<file path="src/rtl/serial_bus_arbiter.sv">
// serial_bus_arbiter
// Grants the shared serial bus to one master at a time and sequences split
// reads: on a split the bus is released, other masters are served, and the
// original master gets the bus back with split_grant once the slave is ready.
// Optional feature: define ARB_RR_EN for round-robin winner selection;
// without it, arbitration is fixed priority with master 0 highest.
// All outputs are registered decodes of the FSM state, so they trail the
// internal state by one clock.

module serial_bus_arbiter #(
  parameter int unsigned NUM_MASTERS = 2,
  parameter int unsigned IDW         = 2
) (
  input  logic                   clk,
  input  logic                   rstn,
  input  logic [NUM_MASTERS-1:0] mreq,
  input  logic                   ssplit,
  output logic [NUM_MASTERS-1:0] mgrant,
  output logic [IDW-1:0]         gnt_id,
  output logic [NUM_MASTERS-1:0] msplit,
  output logic                   split_grant,
  output logic                   bus_busy
);

  typedef enum logic [1:0] {
    IDLE   = 2'd0,
    GRANT  = 2'd1,
    RESUME = 2'd2
  } state_t;

  state_t                 state_q, state_d;
  logic [IDW-1:0]         owner_q, owner_d;
  logic [IDW-1:0]         split_owner_q, split_owner_d;
  logic                   split_pending_q, split_pending_d;

  logic [NUM_MASTERS-1:0] split_mask;
  logic [NUM_MASTERS-1:0] eligible;
  logic [IDW-1:0]         winner;
  logic                   win_valid;
  logic                   owner_req;
  logic                   split_owner_req;

  logic [NUM_MASTERS-1:0] mgrant_d;
  logic [IDW-1:0]         gnt_id_d;
  logic [NUM_MASTERS-1:0] msplit_d;
  logic                   split_grant_d;
  logic                   bus_busy_d;

  // Index to one-hot over the master range; out-of-range indices map to zero.
  function automatic logic [NUM_MASTERS-1:0] onehot(input logic [IDW-1:0] idx);
    logic [NUM_MASTERS-1:0] v;
    v = '0;
    for (int unsigned k = 0; k < NUM_MASTERS; k++) begin
      if (IDW'(k) == idx) v[k] = 1'b1;
    end
    return v;
  endfunction

  // Split-suspended master is masked out of normal arbitration.
  always_comb begin
    split_mask      = split_pending_q ? onehot(split_owner_q) : '0;
    eligible        = mreq & ~split_mask;
    owner_req       = |(mreq & onehot(owner_q));
    split_owner_req = |(mreq & onehot(split_owner_q));
  end

`ifdef ARB_RR_EN
  logic [IDW-1:0] last_q;

  // Round-robin search starting one past the last GRANT winner.
  always_comb begin
    int unsigned idx;
    win_valid = 1'b0;
    winner    = '0;
    for (int unsigned k = 0; k < NUM_MASTERS; k++) begin
      idx = (int'(last_q) + 1 + k) % NUM_MASTERS;
      if (!win_valid && eligible[idx]) begin
        win_valid = 1'b1;
        winner    = IDW'(idx);
      end
    end
  end

  // Pointer advances only on entry to GRANT; a RESUME leaves it untouched.
  always_ff @(posedge clk or negedge rstn) begin
    if (!rstn) begin
      last_q <= IDW'(NUM_MASTERS - 1);
    end else if (state_q == IDLE && state_d == GRANT) begin
      last_q <= winner;
    end
  end
`else
  // Fixed priority: lowest eligible index wins.
  always_comb begin
    win_valid = 1'b0;
    winner    = '0;
    for (int unsigned k = 0; k < NUM_MASTERS; k++) begin
      if (!win_valid && eligible[k]) begin
        win_valid = 1'b1;
        winner    = IDW'(k);
      end
    end
  end
`endif

  // FSM state and split bookkeeping registers.
  always_ff @(posedge clk or negedge rstn) begin
    if (!rstn) begin
      state_q         <= IDLE;
      owner_q         <= '0;
      split_owner_q   <= '0;
      split_pending_q <= 1'b0;
    end else begin
      state_q         <= state_d;
      owner_q         <= owner_d;
      split_owner_q   <= split_owner_d;
      split_pending_q <= split_pending_d;
    end
  end

  // Next-state logic; in GRANT a release is checked before a split so that
  // a simultaneous drop and split rise records no split.
  always_comb begin
    state_d         = state_q;
    owner_d         = owner_q;
    split_owner_d   = split_owner_q;
    split_pending_d = split_pending_q;
    unique case (state_q)
      IDLE: begin
        if (split_pending_q && !ssplit) begin
          state_d = RESUME;
          owner_d = split_owner_q;
        end else if (win_valid) begin
          state_d = GRANT;
          owner_d = winner;
        end
      end
      GRANT: begin
        if (!owner_req) begin
          state_d = IDLE;
        end else if (ssplit && !split_pending_q) begin
          split_pending_d = 1'b1;
          split_owner_d   = owner_q;
          state_d         = IDLE;
        end
      end
      RESUME: begin
        if (!split_owner_req) begin
          split_pending_d = 1'b0;
          state_d         = IDLE;
        end
      end
      default: begin
        state_d = IDLE;
      end
    endcase
  end

  // Output decode from the current state, registered below.
  always_comb begin
    mgrant_d      = '0;
    gnt_id_d      = '0;
    msplit_d      = '0;
    split_grant_d = 1'b0;
    if (state_q == GRANT || state_q == RESUME) begin
      mgrant_d = onehot(owner_q);
      gnt_id_d = owner_q;
    end
    if (split_pending_q && state_q != RESUME) begin
      msplit_d = onehot(split_owner_q);
    end
    if (state_q == RESUME) begin
      split_grant_d = 1'b1;
    end
    bus_busy_d = |mgrant_d;
  end

  // Output registers; reset clears the grant asynchronously.
  always_ff @(posedge clk or negedge rstn) begin
    if (!rstn) begin
      mgrant      <= '0;
      gnt_id      <= '0;
      msplit      <= '0;
      split_grant <= 1'b0;
      bus_busy    <= 1'b0;
    end else begin
      mgrant      <= mgrant_d;
      gnt_id      <= gnt_id_d;
      msplit      <= msplit_d;
      split_grant <= split_grant_d;
      bus_busy    <= bus_busy_d;
    end
  end

endmodule
</file>
<file path="config.mk">
export PLATFORM = sky130hd
export DESIGN_NAME = serial_bus_arbiter
export DESIGN_NICKNAME = d
export VERILOG_FILES = /design/src/rtl/serial_bus_arbiter.sv
export SDC_FILE = /design/constraint.sdc
export NUM_CORES = 1
export LEC_CHECK = 0
export CORE_MARGIN = 2
export CORE_UTILIZATION = 30
export DETAILED_ROUTE_END_ITERATION = 12
export GPL_TIMING_DRIVEN = 0
export PLACE_DENSITY_LB_ADDON = 0.12
export SETUP_SLACK_MARGIN = 0.02
export SKIP_LAST_GASP = 1
export SLEW_MARGIN = 30
export SYNTH_ARGS = -nofsm -noshare
export SYNTH_HDL_FRONTEND = slang
export SYNTH_SLANG_ARGS = --single-unit
</file>
<file path="constraint.sdc">
create_clock -name clk -period 1.5 [get_ports clk]
set_input_delay 0.45 -clock clk [delete_from_list [all_inputs] [get_ports clk]]
set_output_delay 0.45 -clock clk [all_outputs]
set_load 0.1 [all_outputs]
</file>
# Yosys cells after proc, flatten, opt, wreduce, memory -nomap -nowiden
# Index checks and enable logic that the tools add are counted.
# W data, S select, Z words.
# op_classes
eq_ne	10
mux	24
bitwise_logic	4
n_reduce_logical	20
# op_table
operator	count
$mux W2	11
$mux W1	11
$ne A2 B2 Y1 const B	4
$and A2 B2 Y2	3
$logic_not A2 Y1	3
$ne A3 B3 Y1 const B	2
$pmux W2 S3	1
$reduce_and A3 Y1	2
$reduce_or A2 Y1	3
$eq A1 B2 Y1 const A	2
$logic_and A1 B1 Y1	4
$reduce_and A4 Y1	1
$reduce_bool A2 Y1	2
$logic_not A1 Y1	3
$eq A2 B1 Y1 const B	1
$eq A2 B2 Y1 const B	1
$not A2 Y2	1
$pmux W1 S2	1
$reduce_and A2 Y1	1
$logic_or A1 B1 Y1	1
# word_totals
ff_bits	15
inputBits	5
output_inout_bits	8
wordCells	67

# Depth between registers and ports, before layout
# depth
word_depth	12
depth_mapped	6
depth_no_buf	6

# Least setup slack after synthesis
# OpenSTA, ideal clock, no wires.
# synth_timing
path_type	register to register
from	reg state_q[0]
to	reg state_q[0]
setup_ns	0.101
arrival_time_ns	1.275
t_required_ns	1.399
path_slack_ns	0.125
stages_incl_launch_ff	6
path_buffers	0
synth_period_minus_slack_ns	1.375
cell_sequence	dfrtp_1 > inv_1 > ha_1 > nor3b_1 > or2_2 > o311ai_2
# synth_via
elab_chain_cells	3
word_cells_on_any_way	8
classes_between	eq/ne: 5; mux: 1; reduce/logical: 2
# synth_rtl
item	line	source
from (decl)	31	state_t state_q, state_d;
from (signal assigned)	114	state_q <= state_d;
$eq A2 B1 Y1, or another cell as far along	128	unique case (state_q)
$ne A3 B3 Y1 (no source line) / $ne A2 B2 Y1 (equally long branches)	n/a	
$reduce_and A3 Y1 (no source line)	n/a	
# Several ways; a longest one is shown, not always the timed one.
# A chain may end at the register's enable or synchronous reset.

# Final worst setup path
# layout_timing
from	reg state_q[0]
to	reg owner_q[1]
# layout_via
elab_chain_cells	2
# layout_rtl
item	line	source
$logic_not A2 Y1	128	
$reduce_and A2 Y1 (no source line)	n/a	
to (signal assigned)	115	owner_q <= owner_d;
to (decl)	32	logic [IDW-1:0] owner_q, owner_d;
# No other way between the ends.

==> summary.txt <==
STA
  – Aggregate negative setup slack: 0 ns
  – Final min period: 1.41 ns
  – Setup violation total in the final timing report: 0
  – Max transition margin: 55.4%
  – Count of endpoints failing hold in the final timing report: 0
  – Period utilization: a little over nine tenths
  – Unrepaired setup endpoints after global routing: true
  – Timing-limited maximum frequency: 709 MHz
  – Clock Skews: 0.00167 ns
  – Worst Max-Slew Pin Slew: around 0.67 ns
  – Final Max Slew Viols: 0

Drt
  – Routed wirelength normalized by instance count: between 10 and 15 um
  – Detailed-router iteration count before antenna repair: 4
  – 1st-iter DRT viols: 7
  – Detailed-route DRC error count: 0
  – Vias/cell: 4.93
  – Total via count in the routed design: about 540
  – Detailed-route wire length: between 1000 and 1500 um
  – Antenna viol nets, final: 0

Clock tree
  – Clock latency on the worst-skew pair: 0.27 ns
  – Number of buffers on the longest clock path: 2
  – Post-CTS Hold Buffers: 0
  – TritonCTS clock tree: done
  – H-tree depth reported by CTS: 1
  – Total CTS buffers: 3
  – CTS root buf: clkbuf_4
  – Reg clk slew, reported paths: roughly 0.090 ns
  – Clock sink total: 15

Finish
  – Commonest non-fill, non-tap cells in the layout: dfrtp_1 (14), clkbuf_4 (10), and2_1 (5)
  – Layout cells sized above 1: 36.6%
  – Final standard cell area without fillers: roughly 940 um^2
  – Antenna fix cells: 0
  – Fillers: roughly 220
  – Nets: between 90 and 100
  – Commonest non-fill, non-tap cell in the layout: dfrtp_1
  – Synth-to-layout area growth: 30.8%

GRT
  – Via count of the first global-routing pass: roughly 500
  – Wire length of the first global-routing pass: around 2300 um
  – Initial antenna violation count: 0
  – Residual overflow from global routing: 0
  – Maximum number of pins on one net before global-route repair: 16
  – GRT Util Overall: between 10% and 20%

Placed design
  – Quantity of I/O buffers inserted on ports: 12
  – Post-placement cell area: 873 um^2
  – Detailed Place HPWL: between 1000 and 1500 um
  – Global placement routability congestion: slightly below 0.8

Critical path
  – CP peak stage delay: 0.42 ns
  – CP Depth: 4
  – Type of the setup path with the least slack: reg -> reg
  – Peak fanout along the critical path: 6
  – Slowest library cell on the worst path: dfrtp_1
  – Kind of end point of the critical path: flop
  – Sum of buffers and inverters on the critical path: 1
  – Startpoint kind of the worst setup timing path: flop
  – Required time reported for the critical path endpoint: ~1.7 ns
  – Count of cells along the worst register-to-register path: 4
  – Family with the most delay on the worst path: compound AO/OA/AOI/OAI gates
  – Cells along the critical path: inv_2, ha_1, a21bo_1, a32o_2
  – Arrival time of the worst setup path: roughly 1.6 ns

Worst hold path
  – Hold depth: 1
  – Worst min-delay path class: reg -> reg

Outcome
  – Result of the run: complete, no violations

Synth
  – Yosys reg bits: 15
  – Synth cell types: 26
  – Post-synth EDFFs: 0
  – Library cell with the largest summed area after synthesis: dfrtp_1
  – Post-synth top flop: dfrtp_1
  – Total number of yosys warnings: 0
  – Mean instance size in the synthesized netlist: 11.2 um^2
  – Summed instance area of the synthesized netlist: around 700 um^2
  – Gate count of the mapped netlist: 64
  – Post-synthesis net count: 72
  – Proportion of synthesized chip area in sequential cells: between 50% and 60%
  – Area share of the largest cell type after synthesis: a little over half
  – Synth async-reset ratio: 100%
  – Most area-consuming cells after synthesis: dfrtp_1 (52%), ha_1 (5.2%), and2_1 (4.4%)

Floorplan
  – Area enclosed by the die boundary: between 0.002 and 0.003 mm^2
  – Chip Height: approximately 53 um
  – Core area: 0.00223 mm^2
  – Initial Util: 32.2%
  – FP Rows: 17
  – Top Ports: 13
  – Width of the chip: roughly 53 um

Flow run
  – Maximum capacitance violations: 0
## layer usage
metal	up-vias	GRT usage (%)	wire length [um]
met4	0	6.41	19
met5	-	0	0
met2	11	16.7	650
li1	262	-	-
met3	2	2.54	49
met1	267	16.2	675
## sequential cells by signal, summed over array words and instances, names as in the netlist
register	count
gnt_id	2
mgrant	2
split_owner_q	2
split_grant	1
state_q	2
bus_busy	1
owner_q	2
msplit	2
split_pending_q	1
## cell families after synthesis
group / after synthesis / synth area share, %
AO/OA/AOI/OAI: 15 / 16.4
adder cells (fa/ha/maj): 3 / 5.23
buffers and inverters: 5 / 2.61
flip-flops: 15 / 52.3
multiplexers: 4 / 6.45
AND/OR/NAND/NOR: 22 / 17.1
## Yosys cell counts (all sizes together) (2+ instances only)
cell and n:
mux2 2, nor3b 2, dfrtp 15, nand2b 2
nor2 2, nor2b 3, o21ai 3, nor3 2
ha 3, a21oi 3, inv 5, and2 5
mux2i 2, o22ai 2, nand2 4
## per-stage QoR
stage	worst slack [ns]	hold WS [ns]	std cells	utilization [%]
finish	0.0888	0.522	110	42.1
global placement	-0.444	0.507	104	39.1
detailed placement	-0.467	0.505	104	39.1
floorplan	0.125	0.154	64	-
global route	-0.00520	0.545	110	42.1
CTS	0.0125	0.516	110	40.1
## cell type report
class,instances,area [um^2],area share [%]
repair buffers,14,111,11.9
flip-flops and latches,15,377,40.1
inverters,5,18.8,2.00
well taps,28,35.0,3.73
multi-input cells,44,370,39.4
clock inverters,1,5.00,0.533
clock buffers,3,22.5,2.40
## path summary, 6_finish.rpt
path	from	endpoint	slack, ns
max reg2reg	state_q[0]	owner_q[1]	0.09
max	state_q[0]	owner_q[1]	0.09
min reg2reg	owner_q[1]	bus_busy	0.52
max in group asynchronous	rstn	split_owner_q[0]	0.46
min	owner_q[1]	bus_busy	0.52
min in group asynchronous	rstn	msplit[1]	0.58
## repair_timing
item / CTS / global route
pin swaps: 0 / 1
gates resized for setup: 50 / 14
buffers inserted: 2 / 0
endpoints found under the setup margin: 13 / 9
Power is left out: the tool's default activity adds up to more than one toggle a clock period on the data nets, which glitch-free logic cannot reach.
